**config.mk**
```make
export PLATFORM = sky130hd
export DESIGN_NAME = dac_sample_pacer
export DESIGN_NICKNAME = d
export VERILOG_FILES = /design/src/rtl/dac_pacer_pkg.sv /design/src/rtl/parity_pipe_2stage.sv /design/src/rtl/dac_sample_pacer.sv
export SDC_FILE = /design/constraint.sdc
export NUM_CORES = 1
export LEC_CHECK = 0
export ABC_AREA = 0
export CAP_MARGIN = 20
export CORE_ASPECT_RATIO = 0.5
export CORE_UTILIZATION = 40
export CTS_CLUSTER_DIAMETER = 50
export CTS_CLUSTER_SIZE = 24
export DETAILED_ROUTE_END_ITERATION = 12
export GPL_ROUTABILITY_DRIVEN = 0
export SLEW_MARGIN = 20
export SYNTH_ARGS = -nofsm -noshare
export SYNTH_HDL_FRONTEND = slang
export SYNTH_SLANG_ARGS = --single-unit
```
**constraint.sdc**
```tcl
create_clock -name i_sys_clk -period 2.5 [get_ports i_sys_clk]
set_clock_uncertainty 0.05 [all_clocks]
set_input_delay 0.375 -clock i_sys_clk [delete_from_list [all_inputs] [get_ports i_sys_clk]]
set_output_delay 0.375 -clock i_sys_clk [all_outputs]
set_load 0.01 [all_outputs]
```
**src/rtl/dac_pacer_pkg.sv**
```systemverilog
`default_nettype none
// ============================================================================
// Package  : dac_pacer_pkg
// Brief    : Shared types, defaults and parity helpers for the DAC sample pacer.
// Revision : 1.0
// ============================================================================
package dac_pacer_pkg;

    typedef enum logic [1:0] {
        IDLE   = 2'd0,
        WARMUP = 2'd1,
        RUN    = 2'd2
    } pacer_state_t;

    localparam int unsigned c_WARMUP_CYCLES_DEFAULT = 1024;

    function automatic logic [3:0] byte_parities(input logic [31:0] d);
        return {^d[31:24], ^d[23:16], ^d[15:8], ^d[7:0]};
    endfunction

    function automatic logic even_parity32(input logic [31:0] d);
        return ^byte_parities(d);
    endfunction

endpackage
`default_nettype wire

```
**src/rtl/parity_pipe_2stage.sv**
```systemverilog
`default_nettype none
// ============================================================================
// Module   : parity_pipe_2stage
// Brief    : Two-stage sample register with even parity (byte parities, then fold).
// Revision : 1.0
// ============================================================================
module parity_pipe_2stage
    import dac_pacer_pkg::*;
(
    input  logic        i_clk,
    input  logic        i_rst,
    input  logic [31:0] i_data,
    input  logic        i_vld,
    output logic [31:0] o_data,
    output logic        o_parity,
    output logic        o_vld
);

    logic [31:0] r_s1_data;
    logic [3:0]  r_s1_bpar;
    logic        r_s1_vld;
    logic [31:0] r_s2_data;
    logic        r_s2_par;
    logic        r_s2_vld;

    always_ff @(posedge i_clk) begin
        if (i_rst) begin
            r_s1_data <= '0;
            r_s1_bpar <= '0;
            r_s1_vld  <= 1'b0;
            r_s2_data <= '0;
            r_s2_par  <= 1'b0;
            r_s2_vld  <= 1'b0;
        end else begin
            r_s1_vld <= i_vld;
            // Stage 1 holds the last sample between reads so the output stays stable.
            if (i_vld) begin
                r_s1_data <= i_data;
                r_s1_bpar <= byte_parities(i_data);
            end
            r_s2_data <= r_s1_data;
            r_s2_par  <= ^r_s1_bpar;
            r_s2_vld  <= r_s1_vld;
        end
    end

    assign o_data   = r_s2_data;
    assign o_parity = r_s2_par;
    assign o_vld    = r_s2_vld;

endmodule
`default_nettype wire

```
**src/rtl/dac_sample_pacer.sv**
```systemverilog
`default_nettype none
// ============================================================================
// Module   : dac_sample_pacer
// Brief    : Paces FWFT DAC sample reads at a programmable rate, adds parity, keeps status.
// Revision : 1.0
// ============================================================================
module dac_sample_pacer
    import dac_pacer_pkg::*;
#(
    parameter int unsigned WARMUP_CYCLES = c_WARMUP_CYCLES_DEFAULT,
    parameter int unsigned CNT_W         = 16
) (
    input  logic             i_sys_clk,
    input  logic             i_sys_srst,
    input  logic             i_enable,
    input  logic [15:0]      i_rate_div,
    output logic             o_dac_data_rd,
    input  logic [31:0]      i_dac_data,
    input  logic             i_dac_fifo_underflow,
    output logic [31:0]      o_dac_sample,
    output logic             o_dac_sample_parity,
    output logic             o_dac_sample_vld,
    output logic [CNT_W-1:0] o_underflow_cnt,
    output logic [CNT_W-1:0] o_sample_cnt,
    output logic             o_running
);

    // A zero warmup still spends one clock in WARMUP.
    localparam int unsigned      c_WU_EFF  = (WARMUP_CYCLES == 0) ? 1 : WARMUP_CYCLES;
    localparam int unsigned      c_WU_W    = (c_WU_EFF > 1) ? $clog2(c_WU_EFF) : 1;
    localparam logic [c_WU_W-1:0] c_WU_LAST = c_WU_W'(c_WU_EFF - 1);

    pacer_state_t      r_state;
    pacer_state_t      w_state_nxt;
    logic [c_WU_W-1:0] r_wu_cnt;
    logic [15:0]       r_rate_cnt;
    logic [15:0]       r_rate_div;
    logic              r_was_run;
    logic [CNT_W-1:0]  r_uf_cnt;
    logic [CNT_W-1:0]  r_smp_cnt;
    logic              w_rd;
    logic              w_pipe_vld;

    always_comb begin
        w_state_nxt = r_state;
        case (r_state)
            IDLE:    if (i_enable) w_state_nxt = WARMUP;
            WARMUP: begin
                if (!i_enable)                  w_state_nxt = IDLE;
                else if (r_wu_cnt == c_WU_LAST) w_state_nxt = RUN;
            end
            RUN:     if (!i_enable) w_state_nxt = IDLE;
            default: w_state_nxt = IDLE;
        endcase
    end

    assign w_rd = (r_state == RUN) && (r_rate_cnt == 16'd0);

    always_ff @(posedge i_sys_clk) begin
        if (i_sys_srst) begin
            r_state    <= IDLE;
            r_wu_cnt   <= '0;
            r_rate_cnt <= '0;
            r_rate_div <= '0;
            r_was_run  <= 1'b0;
            r_uf_cnt   <= '0;
            r_smp_cnt  <= '0;
        end else begin
            r_state   <= w_state_nxt;
            r_was_run <= (r_state == RUN);

            if (r_state == WARMUP) r_wu_cnt <= r_wu_cnt + c_WU_W'(1);
            else                   r_wu_cnt <= '0;

            // Outside RUN the divider tracks the input so RUN entry starts from a fresh latch.
            if (r_state != RUN || r_rate_cnt == r_rate_div) begin
                r_rate_cnt <= 16'd0;
                r_rate_div <= i_rate_div;
            end else begin
                r_rate_cnt <= r_rate_cnt + 16'd1;
            end

            if (i_dac_fifo_underflow && (r_state == RUN || r_was_run) &&
                r_uf_cnt != {CNT_W{1'b1}})
                r_uf_cnt <= r_uf_cnt + CNT_W'(1);

            if (w_pipe_vld) r_smp_cnt <= r_smp_cnt + CNT_W'(1);
        end
    end

    parity_pipe_2stage u_pipe (
        .i_clk    (i_sys_clk),
        .i_rst    (i_sys_srst),
        .i_data   (i_dac_data),
        .i_vld    (w_rd),
        .o_data   (o_dac_sample),
        .o_parity (o_dac_sample_parity),
        .o_vld    (w_pipe_vld)
    );

    assign o_dac_data_rd    = w_rd;
    assign o_dac_sample_vld = w_pipe_vld;
    assign o_underflow_cnt  = r_uf_cnt;
    assign o_sample_cnt     = r_smp_cnt;
    assign o_running        = (r_state == RUN);

endmodule
`default_nettype wire

```
==> impl_metrics.env, run 1 <==
export IMPL_coreArea_sq_mm=0.01466
export IMPL_slew_headroom_pct=28.11
export IMPL_ff2ff_path_depth=7
export IMPL_outcome="complete, no violations"
export IMPL_hold_path_endpoint="u_pipe.o_data[22]"
export IMPL_power_total_w=0.005053
export IMPL_cp_start_kind="flip-flop"
export IMPL_grt_use_total_pct=16.23
export IMPL_p_int_w=0.003852
export IMPL_cts_tree="yes"
export IMPL_grt_pass1_wl_mm=20.19
export IMPL_wl_per_cell_um=12.65
export IMPL_drtAntennaViolNets=0
export IMPL_grt_max_degree=95
export IMPL_die_area_sq_mm=0.01574
export IMPL_areaGrowthSynthToFinish_pct=30.77
export IMPL_powerDensity_mw_per_mm2=635.2
export IMPL_cts_made_buffers=17
export IMPL_swShare_pct=23.78
export IMPL_fin_util_pct=54.26
export IMPL_cp_arrival_ns=1.67
export IMPL_hold_violations=0
export IMPL_cts_sinks=148
export IMPL_crit_path_end_kind="output port"
export IMPL_p_leak_nw=2.691
export IMPL_worstMarginPinSlew_ns=1.077
export IMPL_drc=0
export IMPL_drt_total_wl_mm=12.46
export IMPL_drt_initial_drc_count=245
export IMPL_seq_area_frac_synth_pct=48.70
export IMPL_hold_start="i_sys_srst"
export IMPL_power_frac_clock_pct=47.6
export IMPL_maxCapViolCount=0
export IMPL_io_pins=120
export IMPL_ir_drop_uv=446.7
export IMPL_clk_latency_ns=0.41
export IMPL_power_frac_comb_pct=5.2
export IMPL_required_ns=2.08
export IMPL_die_h_um=89.20
export IMPL_num_vias=4591
export IMPL_hold_depth=2
export IMPL_setup_ws_ns=0.4094
export IMPL_post_place_ws_ns=0.4476
export IMPL_timing_fmax_mhz=478.3
export IMPL_vias_per_cell=4.661
export IMPL_path_max_fanout=6
export IMPL_synth_area_per_cell_sq_um=9.175
export IMPL_yosys_register_bits=148
export IMPL_first_pass_iters=4
export IMPL_setup_tns_ns=0
export IMPL_htree_levels=4
export IMPL_period_minus_slack_ns=2.091
export IMPL_syn_num_nets=720
export IMPL_num_rows=31
export IMPL_holdBufCountCts=0
export IMPL_ys_warn_count=0
export IMPL_clock_path_buffers=2
export IMPL_r2r_slack_ns=0.47
export IMPL_finalMaxSlewViolations=0
export IMPL_dp_hpwl_mm=8.401
export IMPL_critical_path_class="flip-flop to output port"
export IMPL_root_buffer="clkbuf_16"
export IMPL_start_util_pct=41.49
export IMPL_antenna_cells=0
export IMPL_grt_setup_unrepaired="false"
export IMPL_fin_nets=831
export IMPL_final_layout_size_suffix_gt1_share_pct=6.226
export IMPL_switchingPower_w=0.001202
export IMPL_antenna_found_initial=0
export IMPL_synthCells=663
export IMPL_setup_viol=0
export IMPL_port_buffers=119
export IMPL_fin_crit_sh_pct=83.62
export IMPL_r2r_start="r_rate_cnt[5]"
export IMPL_ys_types=41
export IMPL_hold_class="primary input to flip-flop"
export IMPL_grt_pass1_vias=4151
export IMPL_seqPwrFrac_pct=47.2
export IMPL_fp_dieW_um=176.4
export IMPL_regToRegEndpoint="u_pipe.r_s1_bpar[1]"
export IMPL_syn_area_sq_mm=0.006083
export IMPL_clk_pin_slew_worst_paths_ns=0.06
export IMPL_overflow=0
==> metal layers <==
| layer | share of wire [%] | vias to the layer above | track usage, % |
|---|---|---|---|
| met2 | 45 | 77 | 26.23 |
| li1 | - | 2396 | - |
| met3 | 3.7 | 15 | 3.869 |
| met1 | 50 | 2103 | 21.43 |
| met4 | 1.4 | 0 | 5.799 |
| met5 | 0 | - | 0 |
==> cell usage in the layout, fill, tap and decap left out, types with 10 or more instances in the layout <==
cell type,instances
nand4_1,14
xnor2_1,70
nand2_1,82
nand3_1,19
clkdlybuf4s50_1,117
nor2b_1,34
clkbuf_16,17
dfxtp_1,148
mux2i_1,20
xor2_1,22
nor2_1,70
inv_1,10
nand2b_1,36
and3_1,10
a21oi_1,36
==> cell families (layout without fill, tap and decap cells) <==
logic type	after synthesis	after routing	synth area share [%]
buf+inv	43	167	3.640
xor+xnor	92	92	13.25
simple gates	299	299	24.78
fa+ha+maj	5	5	1.028
compound gates	55	55	5.122
flops	148	148	48.70
mux	21	21	3.476
==> how the worst max path moves through the flow <==
stage	end	cells past startpoint	slack, ns	from
CTS	o_dac_data_rd	5	0.001	r_state[0]
global route	u_pipe.r_s1_bpar[1]	7	0.30	r_rate_cnt[5]
detailed placement	o_dac_data_rd	4	0.45	r_rate_cnt[5]
global placement	o_dac_data_rd	4	0.39	r_rate_cnt[5]
floorplan	o_underflow_cnt[5]	6	0.58	o_underflow_cnt[0]
finish	o_dac_data_rd	4	0.41	r_rate_cnt[11]
==> final cells by class <==
| type | count | area, sq um |
|---|---|---|
| clock inverters | 14 | 117.6 |
| flip-flops and latches | 148 | 2963 |
| multi-input cells | 472 | 2905 |
| clock buffers | 18 | 439.2 |
| fillers | 1363 | 6706 |
| inverters | 11 | 41.29 |
| well taps | 198 | 247.7 |
| repair buffers | 124 | 1241 |
==> critical path, cell delays in order, from the launching register on <==
cell and delay, ns:
dfxtp_1 0.39, nor4_2 0.26, nand2_1 0.18, nor3_1 0.23
dlymetal6s2s_1 0.20
==> sequential cells by signal (all words and copies together) (netlist names), 2 cells and up <==
signal            flops
u_pipe.r_s1_data     32
o_sample_cnt         16
r_rate_cnt           16
u_pipe.r_s1_bpar      4
u_pipe.o_data        32
r_wu_cnt             10
r_state               2
r_rate_div           16
o_underflow_cnt      16
==> metrics by stage <==
stage | instances | area, sq um | hold WS, ns
6_report | 985 | 7955 | 0.3377
5_1_grt | 985 | 7955 | 0.3608
4_1_cts | 985 | 7953 | 0.3257
3_5_place_dp | 952 | 7388 | 0.3886
3_3_place_gp | 952 | 7388 | 0.3834
2_1_floorplan | 663 | 6083 | 0.3638
==> power groups by stage <==
stage                     logic (W)  clock network [W]  registers [W]
after floorplan            0.000148                  0        0.00243
after global placement     0.000265                  0        0.00244
after detailed placement   0.000264                  0        0.00244
after CTS                  0.000268            0.00246        0.00239
after global routing       0.000289            0.00257        0.00239
final                      0.000264            0.00240        0.00239
==> synth_stat cells (all sizes together) <==
cell type / instances / share of area [%]
xor2: 22 / 3.2
and4: 4 / 0.58
mux2i: 20 / 3.3
o211ai: 1 / 0.12
nor2b: 34 / 3.5
dfxtp: 148 / 49
o21a: 1 / 0.12
nand4: 15 / 1.6
nor3b: 1 / 0.12
nand3: 19 / 1.6
a211oi: 6 / 0.74
nor2: 71 / 4.4
a21oi: 37 / 3.1
or3: 3 / 0.31
and2: 2 / 0.21
and3: 10 / 1.0
ha: 5 / 1.0
xnor2: 70 / 10
or3b: 1 / 0.14
nor4: 10 / 1.5
clkbuf: 17 / 1.1
o2111ai: 3 / 0.43
buf: 15 / 1.9
nand2: 82 / 5.1
mux2: 1 / 0.19
o21ai: 6 / 0.49
inv: 11 / 0.68
a31oi: 1 / 0.10
nand2b: 36 / 3.7
or2: 2 / 0.21
nor3: 9 / 0.82
==> timing repair <==
| action | in CTS | in global routing |
|---|---|---|
| buffers inserted | 1 | 0 |
| resized for setup | 0 | 1 |
| pin swaps | 1 | 0 |
| endpoints found under the setup margin | 1 | 1 |
Power figures use the tool's default switching activity.
==> inputs of run 2 (changes only) <==
clock period = 2.2 ns   (was 2.5 ns; I/O delays follow)
==> run 2 against run 1 <==
  * Sequential share of layout area decreased by 0.35 points
  * Via count is 1.1% lower
  * Global-route usage shrank 0.33 points
  * Cell area increased by 0.96%
  * Register-to-register slack lost 0.23 ns
  * Highest routed layer unchanged
==> impl_metrics.env, run 2 (synthesis results as in run 1) <==
export IMPL_first_pass_iters=4
export IMPL_final_layout_size_suffix_gt1_share_pct=7.197
export IMPL_setup_viol=0
export IMPL_hold_violations=0
export IMPL_crit_path_end_kind="output port"
export IMPL_grt_pass1_wl_mm=19.87
export IMPL_swShare_pct=23.01
export IMPL_power_frac_clock_pct=48.5
export IMPL_io_pins=120
export IMPL_drt_total_wl_mm=12.10
export IMPL_overflow=0
export IMPL_ff2ff_path_depth=7
export IMPL_seqPwrFrac_pct=46.5
export IMPL_layout_commonest_cell="dfxtp_1"
export IMPL_clock_path_buffers=2
export IMPL_areaGrowthSynthToFinish_pct=32.02
export IMPL_required_ns=1.82
export IMPL_htree_levels=4
export IMPL_hold_class="primary input to flip-flop"
export IMPL_coreArea_sq_mm=0.01466
export IMPL_cts_sinks=148
export IMPL_holdBufCountCts=0
export IMPL_ir_drop_uv=633.6
export IMPL_grt_use_total_pct=15.90
export IMPL_timing_fmax_mhz=498.6
export IMPL_mostFrequentLayoutCells="dfxtp_1 (148), clkdlybuf4s50_1 (117), nand2_1 (82)"
export IMPL_antenna_found_initial=0
export IMPL_slew_headroom_pct=30.01
export IMPL_cp_slowest_stage_delay_ns=0.57
export IMPL_port_buffers=119
export IMPL_start_util_pct=41.49
export IMPL_wl_per_cell_um=12.22
export IMPL_switchingPower_w=0.001342
export IMPL_dp_hpwl_mm=8.310
export IMPL_crit_chain="nand2b_1 > inv_2 > clkdlybuf4s50_1"
export IMPL_finalMaxSlewViolations=0
export IMPL_cts_tree="yes"
export IMPL_stdcell_count=990
export IMPL_p_int_w=0.004493
export IMPL_drc=0
export IMPL_powerDensity_mw_per_mm2=726.5
export IMPL_setup_tns_ns=0
export IMPL_cp_start_kind="flip-flop"
export IMPL_clk_latency_ns=0.41
export IMPL_crit_slowest_cell="clkdlybuf4s50_1"
export IMPL_outcome="complete, no violations"
export IMPL_num_vias=4540
export IMPL_fin_crit_sh_pct=91.17
export IMPL_placed_cells=956
export IMPL_antenna_cells=0
export IMPL_p_leak_nw=2.712
export IMPL_drtAntennaViolNets=0
export IMPL_grt_pass1_vias=4102
export IMPL_fp_dieW_um=176.4
export IMPL_power_frac_comb_pct=5.1
export IMPL_root_buffer="clkbuf_16"
export IMPL_vias_per_cell=4.586
export IMPL_num_rows=31
export IMPL_nFillCells=1342
export IMPL_cp_arrival_ns=1.63
export IMPL_period_minus_slack_ns=2.006
export IMPL_worstMarginPinSlew_ns=1.049
export IMPL_grt_max_degree=88
export IMPL_fin_nets=836
export IMPL_clk_pin_slew_worst_paths_ns=0.06
export IMPL_die_h_um=89.20
export IMPL_die_area_sq_mm=0.01574
export IMPL_maxCapViolCount=0
export IMPL_critical_path_class="flip-flop to output port"
export IMPL_path_max_fanout=5
export IMPL_grt_setup_unrepaired="false"
export IMPL_drt_initial_drc_count=149
export IMPL_cts_made_buffers=17
export IMPL_hold_depth=2
[run 2: power groups by stage]
stage,Sequential [W],Combinational (W),Clock (W)
floorplan,0.00277,0.000168,0
global placement,0.00277,0.000301,0
detailed placement,0.00277,0.000299,0
CTS,0.00271,0.000302,0.00291
global route,0.00271,0.000324,0.00304
finish,0.00271,0.000297,0.00283
[run 2: path summary, 6_finish.rpt]
check | slack (ns) | end | start
setup reg to reg | 0.24 | u_pipe.r_s1_data[5] | r_rate_cnt[5]
setup / recovery | 0.19 | o_running | r_state[0]
hold / removal | 0.29 | o_underflow_cnt[4] | i_sys_srst
hold reg to reg | 0.40 | u_pipe.r_s1_data[18] | u_pipe.r_s1_data[18]
[run 2: routing by layer]
layer  share of wire (%)  track usage (%)
met5                   0                0
met4                0.86            4.702
met3                 3.3            3.912
met2                  45            25.81
met1                  51            21.17
[run 2: what timing repair did]
action | in CTS | in global routing
setup endpoints to repair | 1 | 1
resized for setup | 1 | 4
endpoints found under the hold margin | 0 | 0
setup buffers | 0 | 2
[run 2: per-stage QoR]
step	util, %	area (sq um)	hold WS (ns)	power [W]	setup slack (ns)
after detailed placement	50.68	7431	0.3884	0.003071	0.2076
after global placement	50.68	7431	0.3828	0.003071	0.2258
after floorplan	-	6083	0.3638	0.002934	0.2816
after CTS	54.63	8009	0.2964	0.005924	0.04206
final	54.78	8031	0.2911	0.005835	0.1943
after global routing	54.78	8031	0.3145	0.006074	0.04129
[run 2: final cells by class]
class / count / area, sq um / area share [%]
clock buffers: 18 / 439.2 / 5.468
clock inverters: 14 / 140.1 / 1.745
inverters: 11 / 41.29 / 0.5141
multi-input cells: 472 / 2917 / 36.31
flip-flops and latches: 148 / 2963 / 36.89
well taps: 198 / 247.7 / 3.085
repair buffers: 129 / 1284 / 15.98
[run 2: critical path, delay by kind of cell, from the launching register on]
family | cells | cell delay [ns]
AND/OR/NAND/NOR | 1 | 0.21
flip-flops | 1 | 0.32
buffers and inverters | 2 | 0.70
==> inputs of run 3 (changes only) <==
CORE_MARGIN = 2   (was unset)
==> run 3 against run 2 <==
  * First-iteration DRC count up 8.7%
  * Via count grew 0.42%
  * Final cell count is 0.10% lower
  * Global-route usage is 0.52 points lower
  * Non-clock buffer count fell by 1
  * Sequential share of layout area barely moved
  * Routed wire length is 0.93% higher
  * Critical path type unchanged
  * Combinational power is essentially flat
  * Worst hold slack worse by 0.0058 ns
  * Total power rose by 0.25%
  * Sequential power is essentially flat
  * Clock-buffer cell count stayed put
==> impl_metrics.env, run 3 (synthesis results as in run 1) <==
export IMPL_outcome="complete, no violations"
export IMPL_cp_arrival_ns=1.71
export IMPL_finalMaxSlewViolations=0
export IMPL_grt_setup_unrepaired="false"
export IMPL_htree_levels=4
export IMPL_maxCapViolCount=0
export IMPL_hold_depth=2
export IMPL_cp_endpoint="o_dac_data_rd"
export IMPL_fin_util_pct=54.75
export IMPL_worstMarginPinSlew_ns=1.057
export IMPL_timing_fmax_mhz=479.3
export IMPL_fp_dieW_um=178.4
export IMPL_slew_headroom_pct=29.48
export IMPL_mostFrequentLayoutCells="dfxtp_1 (148), clkdlybuf4s50_1 (117), nand2_1 (81)"
export IMPL_setup_tns_ns=0
export IMPL_startpoint="r_rate_cnt[5]"
export IMPL_critical_path_class="flip-flop to output port"
export IMPL_cp_slowest_stage_delay_ns=0.36
export IMPL_power_total_w=0.005850
export IMPL_path_max_fanout=5
export IMPL_grt_pass1_wl_mm=20.15
export IMPL_crit_buf_inv=1
export IMPL_ff2ff_path_depth=5
export IMPL_holdBufCountCts=0
export IMPL_root_buffer="clkbuf_16"
export IMPL_cts_made_buffers=17
export IMPL_r2r_slack_ns=0.24
export IMPL_multiInputGateArea_sq_mm=0.002913
export IMPL_whs_ns=0.2853
export IMPL_cp_start_kind="flip-flop"
export IMPL_start_util_pct=41.49
export IMPL_grt_max_degree=90
export IMPL_layout_commonest_cell="dfxtp_1"
export IMPL_antenna_found_initial=0
export IMPL_ir_drop_uv=626.2
export IMPL_critPathTopFamily="simple AND/OR/NAND/NOR gates"
export IMPL_areaGrowthSynthToFinish_pct=31.96
export IMPL_p_leak_nw=2.712
export IMPL_grt_use_total_pct=15.37
export IMPL_drc=0
export IMPL_layout_area_seq_sq_mm=0.002963
export IMPL_cts_tree="yes"
export IMPL_fin_crit_sh_pct=94.84
export IMPL_drtAntennaViolNets=0
export IMPL_die_h_um=91.20
export IMPL_drt_initial_drc_count=162
export IMPL_fin_nets=835
export IMPL_setup_viol=0
export IMPL_vias_per_cell=4.610
export IMPL_port_buffers=119
export IMPL_nFillCells=1378
export IMPL_r2r_start="r_rate_cnt[7]"
export IMPL_hold_violations=0
export IMPL_required_ns=1.82
export IMPL_powerDensity_mw_per_mm2=728.7
export IMPL_wl_per_cell_um=12.34
export IMPL_dp_hpwl_mm=8.392
export IMPL_io_pins=120
export IMPL_clock_path_buffers=2
export IMPL_hold_class="primary input to flip-flop"
export IMPL_grt_pass1_vias=4201
export IMPL_crit_slowest_cell="dfxtp_1"
export IMPL_regToRegEndpoint="r_rate_div[14]"
export IMPL_period_minus_slack_ns=2.086
export IMPL_num_rows=31
export IMPL_crit_chain="nor4_1 > nand2_1 > nor3_2 > dlygate4sd2_1"
export IMPL_die_area_sq_mm=0.01627
export IMPL_cts_sinks=148
export IMPL_clk_pin_slew_worst_paths_ns=0.06
export IMPL_num_vias=4559
export IMPL_first_pass_iters=4
export IMPL_overflow=0
export IMPL_coreArea_sq_mm=0.01466
export IMPL_crit_path_end_kind="output port"
export IMPL_drt_total_wl_mm=12.21
export IMPL_cp_depth=4
export IMPL_clk_latency_ns=0.42
export IMPL_antenna_cells=0
export IMPL_final_layout_size_suffix_gt1_share_pct=6.827
-- run 3: metrics by stage --
stage | instance area, sq um | setup slack (ns) | instances
6_report | 8028 | 0.1135 | 989
5_1_grt | 8028 | 0.01265 | 989
4_1_cts | 8018 | 0.02852 | 988
3_5_place_dp | 7431 | 0.1248 | 956
3_3_place_gp | 7431 | 0.1749 | 956
2_1_floorplan | 6083 | 0.2816 | 663
-- run 3: repair_timing --
| action | in CTS | in global routing |
|---|---|---|
| hold endpoints to repair | 0 | 0 |
| gates resized for setup | 2 | 1 |
| endpoints found under the setup margin | 1 | 1 |
| buffers inserted | 0 | 1 |
-- run 3: area by class of cell --
| type | instances | share of cell area, % |
|---|---|---|
| Tap cell | 198 | 3.086 |
| Sequential cell | 148 | 36.91 |
| Clock inverter | 14 | 1.917 |
| Multi-Input combinational cell | 472 | 36.28 |
| Inverter | 11 | 0.5143 |
| Clock buffer | 18 | 5.346 |
| Timing Repair Buffer | 128 | 15.94 |
-- run 3: where the power goes --
part | leakage (nW) | total (W) | internal [W] | switching, W
Clock | 0.277 | 0.00284 | 0.00168 | 0.00116
Combinational | 1.24 | 0.000295 | 0.000173 | 0.000123
Sequential | 1.20 | 0.00271 | 0.00270 | 0.0000137
-- run 3: worst min-delay path by stage --
stage / startpoint / endpoint / slack (ns)
2_1_floorplan: u_pipe.r_s1_vld / u_pipe.o_vld / 0.36
3_3_place_gp: u_pipe.r_s1_data[5] / u_pipe.r_s1_data[5] / 0.38
3_5_place_dp: u_pipe.r_s1_vld / u_pipe.o_vld / 0.39
4_1_cts: i_sys_srst / o_underflow_cnt[2] / 0.28
5_1_grt: i_sys_srst / o_underflow_cnt[3] / 0.31
6_report: i_sys_srst / o_underflow_cnt[3] / 0.29
-- run 3: layer usage --
metal / routed length (um) / up-vias / GRT usage (%)
li1: - / 2407 / -
met1: 6076 / 2066 / 20.48
met2: 5483 / 72 / 24.32
met3: 510 / 14 / 3.853
met4: 138 / 0 / 5.081
met5: 0 / - / 0
